**src/rtl/prog_loader_if.sv**
```systemverilog
// Byte-stream input and instr_mem write-port bundle for prog_loader.
// The slave modport is the loader; the master modport is whatever feeds the stream and watches the writes.
interface prog_loader_if #(
   parameter int ADDRESS_REAL_WIDTH = 12,
   parameter int DATA_WIDTH         = 8
);
   logic                          in_valid;
   logic [DATA_WIDTH-1:0]         in_data;
   logic                          in_ready;
   logic                          wr_en;
   logic [ADDRESS_REAL_WIDTH-1:0] wr_addr;
   logic [31:0]                   wr_data;

   modport master (
      output in_valid, in_data,
      input  in_ready, wr_en, wr_addr, wr_data
   );

   modport slave (
      input  in_valid, in_data,
      output in_ready, wr_en, wr_addr, wr_data
   );
endinterface

```
**src/rtl/prog_loader.sv**
```systemverilog
// Instruction-memory loader: length-prefixed little-endian byte stream -> 32-bit word writes.
// Optional trailing XOR checksum byte when LOADER_CHECKSUM_EN is defined.
module prog_loader #(
   parameter int ADDRESS_REAL_WIDTH = 12,
   parameter int DATA_WIDTH         = 8
) (
   input  logic         clk,
   input  logic         rst,
   input  logic         start,
   prog_loader_if.slave bus,
   output logic         cpu_hold,
   output logic         done,
   output logic         err
);
   localparam int          AW       = ADDRESS_REAL_WIDTH;
   localparam logic [32:0] CAPACITY = 33'(1) << AW;

   typedef enum logic [2:0] {
      S_IDLE,
      S_HDR,
      S_LOAD,
      S_FLUSH,
      S_DONE,
      S_ERR
`ifdef LOADER_CHECKSUM_EN
      , S_CSUM
`endif
   } state_t;

`ifdef LOADER_CHECKSUM_EN
   localparam state_t S_END = S_CSUM;
`else
   localparam state_t S_END = S_DONE;
`endif

   state_t      state, state_nxt;
   logic [1:0]  hdr_cnt;
   logic [31:0] len;
   logic [AW:0] cnt;
   logic [31:0] word_buf;
`ifdef LOADER_CHECKSUM_EN
   logic [7:0]  csum;
`endif

   logic        accept;
   logic        start_ok;
   logic [31:0] len_full;
   logic [AW:0] cnt_inc;
   logic [1:0]  lane;
   logic        last_byte;
   logic [31:0] word_nxt;

   assign accept    = bus.in_valid && bus.in_ready;
   assign start_ok  = start && (state == S_IDLE || state == S_DONE || state == S_ERR);
   assign len_full  = {bus.in_data, len[23:0]};
   assign cnt_inc   = cnt + (AW+1)'(1);
   assign lane      = cnt[1:0];
   assign last_byte = (cnt_inc == len[AW:0]);

   always_comb begin
      word_nxt = word_buf;
      word_nxt[lane*DATA_WIDTH +: DATA_WIDTH] = bus.in_data;
   end

   // NOTE: non-blocking assignments in clocked blocks so every flop samples pre-edge values.
   always_ff @(posedge clk or negedge rst) begin
      if (!rst) state <= S_IDLE;
      else      state <= state_nxt;
   end

   // NOTE: every output of this block gets a default first, so no path can infer a latch.
   always_comb begin
      state_nxt    = state;
      bus.in_ready = 1'b0;
      done         = (state == S_DONE);
      err          = (state == S_ERR);
      cpu_hold     = (state != S_DONE);
      case (state)
         S_IDLE, S_DONE, S_ERR: begin
            if (start) state_nxt = S_HDR;
         end
         S_HDR: begin
            bus.in_ready = 1'b1;
            if (accept && hdr_cnt == 2'd3) begin
               if ({1'b0, len_full} > CAPACITY) state_nxt = S_ERR;
               else if (len_full == 32'd0)      state_nxt = S_END;
               else                             state_nxt = S_LOAD;
            end
         end
         S_LOAD: begin
            bus.in_ready = 1'b1;
            if (accept && last_byte) state_nxt = (lane == 2'd3) ? S_END : S_FLUSH;
         end
         S_FLUSH: state_nxt = S_END;
`ifdef LOADER_CHECKSUM_EN
         S_CSUM: begin
            bus.in_ready = 1'b1;
            if (accept) state_nxt = (bus.in_data == csum) ? S_DONE : S_ERR;
         end
`endif
         default: state_nxt = S_IDLE;
      endcase
   end

   // Datapath: header capture, word assembly and the registered write strobe.
   always_ff @(posedge clk or negedge rst) begin
      if (!rst) begin
         hdr_cnt     <= '0;
         len         <= '0;
         cnt         <= '0;
         word_buf    <= '0;
         bus.wr_en   <= 1'b0;
         bus.wr_addr <= '0;
         bus.wr_data <= '0;
`ifdef LOADER_CHECKSUM_EN
         csum        <= '0;
`endif
      end else begin
         bus.wr_en <= 1'b0;
         if (start_ok) begin
            hdr_cnt  <= '0;
            len      <= '0;
            cnt      <= '0;
            word_buf <= '0;
`ifdef LOADER_CHECKSUM_EN
            csum     <= '0;
`endif
         end
         if (state == S_HDR && accept) begin
            len[hdr_cnt*DATA_WIDTH +: DATA_WIDTH] <= bus.in_data;
            hdr_cnt <= hdr_cnt + 2'd1;
         end
         if (state == S_LOAD && accept) begin
            cnt <= cnt_inc;
`ifdef LOADER_CHECKSUM_EN
            csum <= csum ^ bus.in_data;
`endif
            // A partial final word goes out with its unused upper lanes still zero.
            if (lane == 2'd3 || last_byte) begin
               bus.wr_en   <= 1'b1;
               bus.wr_addr <= {cnt[AW-1:2], 2'b00};
               bus.wr_data <= word_nxt;
               word_buf    <= '0;
            end else begin
               word_buf    <= word_nxt;
            end
         end
      end
   end
endmodule

```
**src/flat_wrapper.sv**
```systemverilog
// flat-port wrapper written by rule: the top's interface ports become plain ports
module prog_loader_flat 
#(
   parameter int ADDRESS_REAL_WIDTH = 12,
   parameter int DATA_WIDTH         = 8
)
  (clk, rst, start, cpu_hold, done, err, bus_in_valid, bus_in_data, bus_in_ready, bus_wr_en, bus_wr_addr, bus_wr_data);
  prog_loader_if #(.ADDRESS_REAL_WIDTH(ADDRESS_REAL_WIDTH), .DATA_WIDTH(DATA_WIDTH)) bus_i ();
  input  logic clk;
  input  logic rst;
  input  logic start;
  output logic cpu_hold;
  output logic done;
  output logic err;
  input wire logic [$bits(bus_i.in_valid)-1:0] bus_in_valid;
  input wire logic [$bits(bus_i.in_data)-1:0] bus_in_data;
  output wire logic [$bits(bus_i.in_ready)-1:0] bus_in_ready;
  output wire logic [$bits(bus_i.wr_en)-1:0] bus_wr_en;
  output wire logic [$bits(bus_i.wr_addr)-1:0] bus_wr_addr;
  output wire logic [$bits(bus_i.wr_data)-1:0] bus_wr_data;
  assign bus_i.in_valid = bus_in_valid;
  assign bus_i.in_data = bus_in_data;
  assign bus_in_ready = bus_i.in_ready;
  assign bus_wr_en = bus_i.wr_en;
  assign bus_wr_addr = bus_i.wr_addr;
  assign bus_wr_data = bus_i.wr_data;
  prog_loader #(.ADDRESS_REAL_WIDTH(ADDRESS_REAL_WIDTH), .DATA_WIDTH(DATA_WIDTH)) u_core (.clk(clk), .rst(rst), .start(start), .bus(bus_i), .cpu_hold(cpu_hold), .done(done), .err(err));
endmodule
```
**config.mk**
```make
export PLATFORM = sky130hd
export DESIGN_NAME = prog_loader_flat
export DESIGN_NICKNAME = d
export VERILOG_FILES = /design/src/rtl/prog_loader_if.sv /design/src/rtl/prog_loader.sv /design/src/flat_wrapper.sv
export SDC_FILE = /design/constraint.sdc
export NUM_CORES = 1
export LEC_CHECK = 0
export CAP_MARGIN = 20
export CORE_MARGIN = 2
export CORE_UTILIZATION = 53
export CTS_CLUSTER_DIAMETER = 80
export CTS_CLUSTER_SIZE = 10
export DETAILED_ROUTE_END_ITERATION = 10
export PLACE_DENSITY = 0.83
export SKIP_CTS_REPAIR_TIMING = 1
export SLEW_MARGIN = 15
export SYNTH_ARGS = -nofsm -noshare
export SYNTH_HDL_FRONTEND = slang
export SYNTH_SLANG_ARGS = --single-unit
```
**constraint.sdc**
```tcl
create_clock -name clk -period 6.6 [get_ports clk]
set_clock_uncertainty 0.15 [all_clocks]
set_input_delay 0.66 -clock clk [delete_from_list [all_inputs] [get_ports clk]]
set_output_delay 0.66 -clock clk [all_outputs]
set_load 0.005 [all_outputs]
```
==> results.py, run 1 <==
metrics = {
    "global_route": {
        "use_met3": 0.0613,
        "grt_usage": 0.272,
        "grt_antenna_before_repair": 0,
        "grt_busiest_layer": "met2",
        "grt_pass1_vias": 6024,
        "grt_overflow_total": 0,
        "grt_pass1_wl_um": 31200,
        "met1_usage": 0.371,
        "grt_max_degree": 79,
        "use_met2": 0.429,
    },
    "power": {
        "power.density_nw_per_um2": 269,
        "power_frac_seq": 0.357,
        "pwr-share-clk": 0.424,
        "p_leak_nw": 3.53,
        "p_switching_w": 0.000705,
        "p_int_w": 0.00152,
        "irDropWorstVdd_mv": 0.171,
        "p_comb_frac": 0.219,
        "p_sw_frac": 0.316,
    },
    "floorplan": {
        "die_w_um": 120,
        "die_h_um": 120,
        "rows": 42,
        "coreArea_sq_um": 13200,
        "ios": 61,
        "fp.dieArea_sq_um": 14400,
        "initial_core_util": 0.540,
    },
    "critical_path": {
        "critPathLaunch": "u_core.cnt[0]",
        "cp.arrival_ns": 4.24,
        "cp-end-kind": "register",
        "reg2reg_from": "u_core.cnt[0]",
        "r2r-end": "u_core.word_buf[9]",
        "start_kind": "register",
        "crit_end": "u_core.word_buf[9]",
        "r2r_cells": 9,
        "worstPathRequired_ns": 6.80,
        "criticalPathCategory": "reg -> reg",
        "crit_fanout": 46,
        "r2r_slack_ns": 2.57,
    },
    "clocking": {
        "htreeDepth": 4,
        "cts.sinks": 117,
        "numCtsBuffers": 17,
        "cts_root_buf": "clkbuf_16",
        "insertion_delay_ns": 0.42,
        "cts_tree": "yes",
        "cts.path.max_buffers": 2,
        "clkTransAtPathRegs_ns": 0.06,
    },
    "synthesis": {
        "yosysSeqAreaShare": 0.411,
        "synthTopCellsByCount": "dfrtp_1, nand2_1, o21ai_0, clkbuf_1, a22o_1",
        "netlist_top_cells_area": "dfrtp_1, a22o_1, nand2_1",
        "async_flop_share": 1.00,
        "yosys_warnings": 0,
        "synth_top_area_cell": "dfrtp_1",
        "synth_most_common_cell": "dfrtp_1",
        "synth.distinct_cells": 59,
        "syn_area_sq_um": 7120,
        "ys_ff_latch": 117,
        "synth_top_area_frac": 0.411,
        "synth_edf_count": 0,
        "syn_inst": 793,
        "syn_avg_cell_area_sq_um": 8.98,
        "synthFlopType": "dfrtp_1",
    },
    "min_path": {
        "hold_class": "in -> async",
    },
    "timing": {
        "finalSetupViolCount": 0,
        "slew-limit-headroom": 0.339,
        "rsz0062_at_grt": "false",
        "tightestPinTransition_ns": 0.991,
        "setup_ws_ns": 2.57,
        "setup_tns_ns": 0,
        "layout_min_cycle_time_ns": 4.03,
        "finalCritPeriodShare": 0.611,
        "finalHoldViolCount": 0,
        "fmax_mhz": 248,
        "drv_slew": 0,
    },
    "finish": {
        "drive_gt1_frac": 0.0720,
        "final_core_utilization": 0.628,
        "nets": 830,
        "finalInstanceArea_sq_um": 8290,
        "antennaDiodeCount": 0,
        "areaGrowthSynthToFinish_pct": 16.3,
    },
    "detailed_routing": {
        "wire_per_inst_um": 18.7,
        "drc_errors": 0,
        "vias": 6343,
        "viasPerCell": 6.37,
        "dr.pass1.iters": 6,
        "drtIter0Drc": 835,
        "ant_nets": 0,
        "drt_wl_total_um": 18600,
    },
    "placement": {
        "placement.cell_area_sq_um": 7680,
        "gp_congestion": 0.874,
        "io_buffers": 58,
        "dp_hpwl_um": 11400,
        "pre_cts_slack_ns": 2.63,
    },
    "flow_run": {
        "maxCapViolations": 0,
    },
    "run_status": {
        "status": "finished clean",
    },
}
[critical path, cell delays in order (launching register included)]
cell and delay, ns:
dfrtp_1 0.58, ha_2 0.79, and2_1 0.27, nand4_1 0.21, xnor2_2 0.18, buf_4 0.35
nor2_2 0.07, buf_4 0.27, a211oi_1 0.81, a22o_1 0.24
[sequential cells by signal (all words and copies together) (netlist names)]
signal              flops
u_core.bus.wr_data     32
u_core.word_buf        32
u_core.len             24
u_core.cnt             13
u_core.bus.wr_addr     10
u_core.state            3
u_core.hdr_cnt          2
u_core.bus.wr_en        1
[metal layers]
metal | part of all wire | up-vias
li1 | - | 2966
met1 | 0.45 | 3115
met2 | 0.48 | 236
met3 | 0.058 | 26
met4 | 0.016 | 0
met5 | 0 | -
[worst min path at each step]
stage / startpoint / to / cells past startpoint / slack [ns]
detailed placement: u_core.len[23] / u_core.len[23] / 1 / 0.33
global route: rst / u_core.bus.wr_en / 1 / 0.11
floorplan: rst / u_core.bus.wr_addr[10] / 0 / 0.21
finish: rst / u_core.bus.wr_en / 1 / 0.07
CTS: rst / u_core.bus.wr_en / 1 / 0.08
global placement: u_core.len[21] / u_core.len[21] / 1 / 0.33
[cells by family after synthesis]
kind of cell | after synthesis | share of synthesized area
AOI/OAI and AO/OA | 227 | 0.232
xor gates and xnor gates | 18 | 0.0221
adders and majority gates | 11 | 0.0193
buffers and inverters | 106 | 0.0645
DFF | 117 | 0.411
muxes | 26 | 0.0367
other | 1 | 0.000526
and+or+nand+nor | 287 | 0.214
[stage by stage]
| step | hold slack [ns] | cells | power, W |
|---|---|---|---|
| after floorplan | 0.214 | 794 | 0.00115 |
| after global placement | 0.334 | 964 | 0.00127 |
| after detailed placement | 0.334 | 964 | 0.00128 |
| after CTS | 0.0847 | 995 | 0.00223 |
| after global routing | 0.113 | 995 | 0.00232 |
| final | 0.0704 | 995 | 0.00223 |
[power by group through the flow]
stage / Sequential [W] / Clock, W / Combinational, W
after floorplan: 0.000792 / 0 / 0.000363
after global placement: 0.000805 / 0 / 0.000468
after detailed placement: 0.000806 / 0 / 0.000478
after CTS: 0.000794 / 0.000954 / 0.000483
after global routing: 0.000799 / 0.000991 / 0.000533
final: 0.000796 / 0.000944 / 0.000489
[placed cells by master (no fill, tap or decap), types with 25 or more instances in the layout]
master / count
mux2i_1: 25
inv_1: 28
nand2_1: 92
a21oi_1: 33
nand3_1: 41
dfrtp_1: 117
nor4_1: 33
nor2b_1: 35
a22o_1: 42
o21ai_0: 57
clkdlybuf4s50_1: 57
[cell type report]
class                           instances  area, sq um
Timing Repair Buffer                   68          653
Clock buffer                           22          474
Multi-Input combinational cell        571         3760
Fill cell                            1095         4900
Clock inverter                          9          126
Sequential cell                       117         2930
Tap cell                              176          220
Inverter                               32          120
Power figures use the tool's default switching activity.
==> inputs of run 2 (changes only) <==
- PLACE_DENSITY: 0.83 -> 0.86
- clock period: 6.6 -> 3.38 ns (I/O delays scaled with it)
==> run 2 against run 1 <==
Maximum frequency up 32%; wire length rose by 3.4%; first-iteration DRC count up 4.6%; cell count increased by 2.3%; total power increased by 100%; flip-flop and latch count unchanged; sequential power up 95%; critical path depth is the same; global-route usage is 0.10 points higher; clock-buffer cell count increased by 1; die area did not move; worst hold slack better by 0.28 ns; critical path type unchanged; critical endpoint is now u_core.word_buf[28].
==> results.py, run 2 (synthesis gave the netlist of run 1 again) <==
metrics = {
    "clocking": {
        "insertion_delay_ns": 0.43,
        "htreeDepth": 4,
        "cts.path.max_buffers": 2,
        "cts_root_buf": "clkbuf_16",
        "numCtsBuffers": 17,
        "cts.sinks": 117,
        "clkTransAtPathRegs_ns": 0.06,
        "cts_tree": "yes",
    },
    "placement": {
        "place_inst": 986,
        "io_buffers": 58,
        "gp_congestion": 0.939,
        "dp_hpwl_um": 12000,
    },
    "critical_path": {
        "cp.arrival_ns": 3.20,
        "cp-end-kind": "register",
        "criticalPathCategory": "reg -> reg",
        "crit_fanout": 12,
        "worstPathRequired_ns": 3.54,
        "start_kind": "register",
    },
    "detailed_routing": {
        "viasPerCell": 6.45,
        "drc_errors": 0,
        "dr.pass1.iters": 9,
        "vias": 6562,
        "wire_per_inst_um": 18.9,
        "drtIter0Drc": 873,
        "drt_wl_total_um": 19300,
        "ant_nets": 0,
    },
    "timing": {
        "finalSetupViolCount": 0,
        "slew-limit-headroom": 0.383,
        "setup_tns_ns": 0,
        "drv_slew": 0,
        "finalHoldViolCount": 0,
        "fmax_mhz": 328,
        "layout_min_cycle_time_ns": 3.05,
        "tightestPinTransition_ns": 0.924,
        "rsz0062_at_grt": "false",
        "finalCritPeriodShare": 0.902,
    },
    "finish": {
        "final-instance-count-excl-fill": 1018,
        "antennaDiodeCount": 0,
        "final_core_utilization": 0.646,
        "nets": 853,
        "top_regs": "u_core.bus.wr_data (32), u_core.word_buf (32), u_core.len (24)",
        "drive_gt1_frac": 0.0986,
        "fillCellCount": 1008,
        "final_common_cell": "dfrtp_1",
        "final_cell_mix": "dfrtp_1, nand2_1, o21ai_0, clkdlybuf4s50_1, a22o_1",
        "areaGrowthSynthToFinish_pct": 19.7,
    },
    "floorplan": {
        "fp.dieArea_sq_um": 14400,
        "rows": 42,
        "coreArea_sq_um": 13200,
        "die_w_um": 120,
        "die_h_um": 120,
        "initial_core_util": 0.540,
        "ios": 61,
    },
    "power": {
        "power.density_nw_per_um2": 526,
        "p_leak_nw": 3.66,
        "p_total_w": 0.00449,
        "irDropWorstVdd_mv": 0.456,
    },
    "flow_run": {
        "maxCapViolations": 0,
    },
    "global_route": {
        "grt_pass1_wl_um": 31200,
        "grt_pass1_vias": 6110,
        "grt_antenna_before_repair": 0,
        "grt_max_degree": 65,
        "grt_usage": 0.273,
        "grt_overflow_total": 0,
    },
    "run_status": {
        "status": "finished clean",
    },
    "min_path": {
        "hold_class": "reg -> reg",
    },
}
## run 2: cell types whose count changed in the layout (fill, tap and decap cells not counted)
cell | before | now
buf_4 | 11 | 30
dlygate4sd3_1 | 0 | 1
buf_12 | 0 | 3
clkinv_4 | 1 | 0
clkinv_2 | 4 | 3
clkinvlp_4 | 1 | 2
clkbuf_1 | 2 | 0
clkbuf_8 | 3 | 6
## run 2: per-stage QoR
step	worst slack (ns)	hold WS, ns	cell area (sq um)
floorplan	0.436	-0.108	7130
global placement	0.439	0.305	7890
detailed placement	0.401	0.303	7890
CTS	0.328	-0.133	8520
global route	0.0308	0.358	8530
finish	0.333	0.346	8530
## run 2: final timing paths
kind                                      from                     end  slack [ns]  cells past startpoint
min in group asynchronous                  rst          u_core.cnt[11]        0.38                      2
worst max-delay path             u_core.cnt[0]     u_core.word_buf[28]        0.33                      9
worst max register to register   u_core.cnt[0]     u_core.word_buf[28]        0.33                      9
worst min register to register  u_core.len[19]          u_core.len[19]        0.35                      1
max in group asynchronous                  rst  u_core.bus.wr_data[19]        1.92                      3
worst min-delay path            u_core.len[19]          u_core.len[19]        0.35                      1
## run 2: area by class of cell
| cell class | count | area [sq um] | area share |
|---|---|---|---|
| Multi-Input combinational cell | 571 | 3760 | 0.441 |
| Sequential cell | 117 | 2930 | 0.343 |
| Timing Repair Buffer | 91 | 866 | 0.102 |
| Clock buffer | 23 | 508 | 0.0596 |
| Tap cell | 176 | 220 | 0.0258 |
| Clock inverter | 8 | 120 | 0.0141 |
| Inverter | 32 | 120 | 0.0141 |
## run 2: routing by layer
layer / global-route usage / vias up / wire length, um
li1: - / 3006 / -
met1: 0.366 / 3203 / 8150
met5: 0 / - / 0
met4: 0.135 / 0 / 461
met2: 0.424 / 309 / 9360
met3: 0.0518 / 44 / 1310
## run 2: where the power goes
part           internal (W)  switching (W)  leakage, nW
combinational      0.000342       0.000677         1.83
sequential          0.00147      0.0000851         1.53
clock               0.00127       0.000647        0.307
## run 2: critical path: stages, from the launching register on
cell and delay (ns):
dfrtp_1 0.46, inv_1 0.13, ha_1 0.42, xor2_1 0.18, a211oi_1 0.19, nand4_1 0.17
nor4_4 0.46, buf_12 0.20, o311ai_2 0.23, a22o_1 0.33
==> inputs of run 3 (changes only) <==
- GPL_TIMING_DRIVEN: unset -> 0
- clock period: 3.38 -> 2.5 ns (I/O delays scaled with it)
==> run 3 against run 2 <==
The run now ends with negative setup slack left; sequential share of layout area down 1.9 points; die area unchanged; wire length up 22%; largest cell class unchanged; critical path depth up 2.
==> results.py, run 3 (synthesis gave the netlist of run 1 again) <==
metrics = {
    "critical_path": {
        "r2r_cells": 11,
        "worstPathRequired_ns": 2.66,
        "start_kind": "register",
        "r2r-end": "u_core.bus.wr_data[23]",
        "cp-end-kind": "register",
        "critPathTopFamily": "simple AND/OR/NAND/NOR gates",
        "crit_end": "u_core.bus.wr_data[23]",
        "critPathBufInv": 4,
        "cp.arrival_ns": 2.93,
        "r2r_slack_ns": -0.28,
        "cp_num_cells": 11,
        "cpPeakStageDelay_ns": 0.44,
        "criticalPathCategory": "reg -> reg",
        "reg2reg_from": "u_core.cnt[1]",
        "cpMaxStageDelayCell": "dfrtp_2",
        "crit_fanout": 10,
        "crit_chain": "ha_2, buf_6, nand4b_1, a211oi_2, nand4_1, nor4_4, buf_6, buf_12, clkbuf_16, mux2i_1, nand2_1",
        "critPathLaunch": "u_core.cnt[1]",
        "cpMostUsedCell": "buf_6",
    },
    "floorplan": {
        "coreArea_sq_um": 13200,
        "fp.dieArea_sq_um": 14400,
        "die_h_um": 120,
        "rows": 42,
        "die_w_um": 120,
        "initial_core_util": 0.540,
        "ios": 61,
    },
    "flow_run": {
        "maxCapViolations": 0,
    },
    "clocking": {
        "clkTransAtPathRegs_ns": 0.07,
        "cts.sinks": 117,
        "cts_tree": "yes",
        "htreeDepth": 4,
        "insertion_delay_ns": 0.44,
        "cts.path.max_buffers": 2,
        "numCtsBuffers": 17,
        "cts_root_buf": "clkbuf_16",
    },
    "detailed_routing": {
        "drc_errors": 0,
        "wire_per_inst_um": 21.9,
        "drt_wl_total_um": 23600,
        "dr.pass1.iters": 8,
        "viasPerCell": 6.73,
        "vias": 7253,
        "drtIter0Drc": 1068,
        "ant_nets": 0,
    },
    "global_route": {
        "grt_antenna_before_repair": 0,
        "grt_pass1_wl_um": 34300,
        "grt_overflow_total": 0,
        "grt_max_degree": 68,
        "grt_pass1_vias": 6666,
        "grt_usage": 0.304,
    },
    "power": {
        "p_total_w": 0.00603,
        "power.density_nw_per_um2": 668,
        "p_leak_nw": 3.87,
        "irDropWorstVdd_mv": 0.377,
    },
    "timing": {
        "fmax_mhz": 360,
        "tightestPinTransition_ns": 1.10,
        "rsz0062_at_grt": "true",
        "layout_min_cycle_time_ns": 2.78,
        "slew-limit-headroom": 0.267,
        "finalCritPeriodShare": 1.11,
        "finalSetupViolCount": 78,
        "finalHoldViolCount": 0,
        "drv_slew": 0,
        "setup_ws_ns": -0.277,
    },
    "placement": {
        "dp_hpwl_um": 14200,
        "gp_congestion": 0.957,
        "pre_cts_slack_ns": -0.751,
        "placement.cell_area_sq_um": 8010,
        "io_buffers": 58,
        "place_inst": 1029,
    },
    "finish": {
        "top_regs": "u_core.bus.wr_data (32), u_core.word_buf (32), u_core.len (24)",
        "areaGrowthSynthToFinish_pct": 26.8,
        "final-instance-count-excl-fill": 1078,
        "antennaDiodeCount": 0,
        "final_common_cell": "dfrtp_1",
        "nets": 916,
        "final_cell_mix": "dfrtp_1, nand2_1, o21ai_0, clkdlybuf4s50_1, a22o_1",
        "final_core_utilization": 0.685,
        "fillCellCount": 931,
        "drive_gt1_frac": 0.142,
        "finalInstanceArea_sq_um": 9030,
    },
    "run_status": {
        "violations": "negative setup slack",
        "status": "complete, but fails checks",
    },
    "min_path": {
        "hold_class": "in -> async",
    },
}
## run 3: worst min-delay path by stage
stage | cells after the start | slack (ns) | end
floorplan | 0 | -0.20 | u_core.bus.wr_addr[10]
global placement | 1 | 0.34 | u_core.len[23]
detailed placement | 1 | 0.08 | u_core.bus.wr_data[14]
CTS | 1 | -0.37 | u_core.bus.wr_data[14]
global route | 2 | 0.24 | u_core.state[0]
finish | 2 | 0.19 | u_core.state[2]
## run 3: stage by stage
step,TNS (ns),hold WS [ns]
floorplan,-10.49,-0.196
global placement,-469.81,0.337
detailed placement,-54.99,0.0784
CTS,-54.39,-0.368
global route,-21.75,0.236
finish,-16.48,0.186
## run 3: report_power, final
part           total [W]  internal [W]  switching (W)  leakage, nW
Combinational    0.00177      0.000654        0.00112         2.09
Sequential       0.00210       0.00199       0.000119         1.53
Clock            0.00215       0.00128       0.000875        0.254
## run 3: layout make-up
cell class,instances,area [sq um],share of cell area
buffer,71,432,0.0478
multi-input combinational,571,3980,0.440
timing repair buffer,83,856,0.0947
clock inverter,7,35.0,0.00388
inverter,32,125,0.0138
clock buffer,21,460,0.0510
sequential,117,2930,0.324
tap,176,220,0.0244
## run 3: metal layers
layer | vias up | GRT usage | wire length, um
met5 | - | 0 | 0
met4 | 0 | 0.179 | 1420
met3 | 133 | 0.0608 | 2530
met2 | 536 | 0.463 | 10700
met1 | 3449 | 0.402 | 8930
li1 | 3135 | - | -
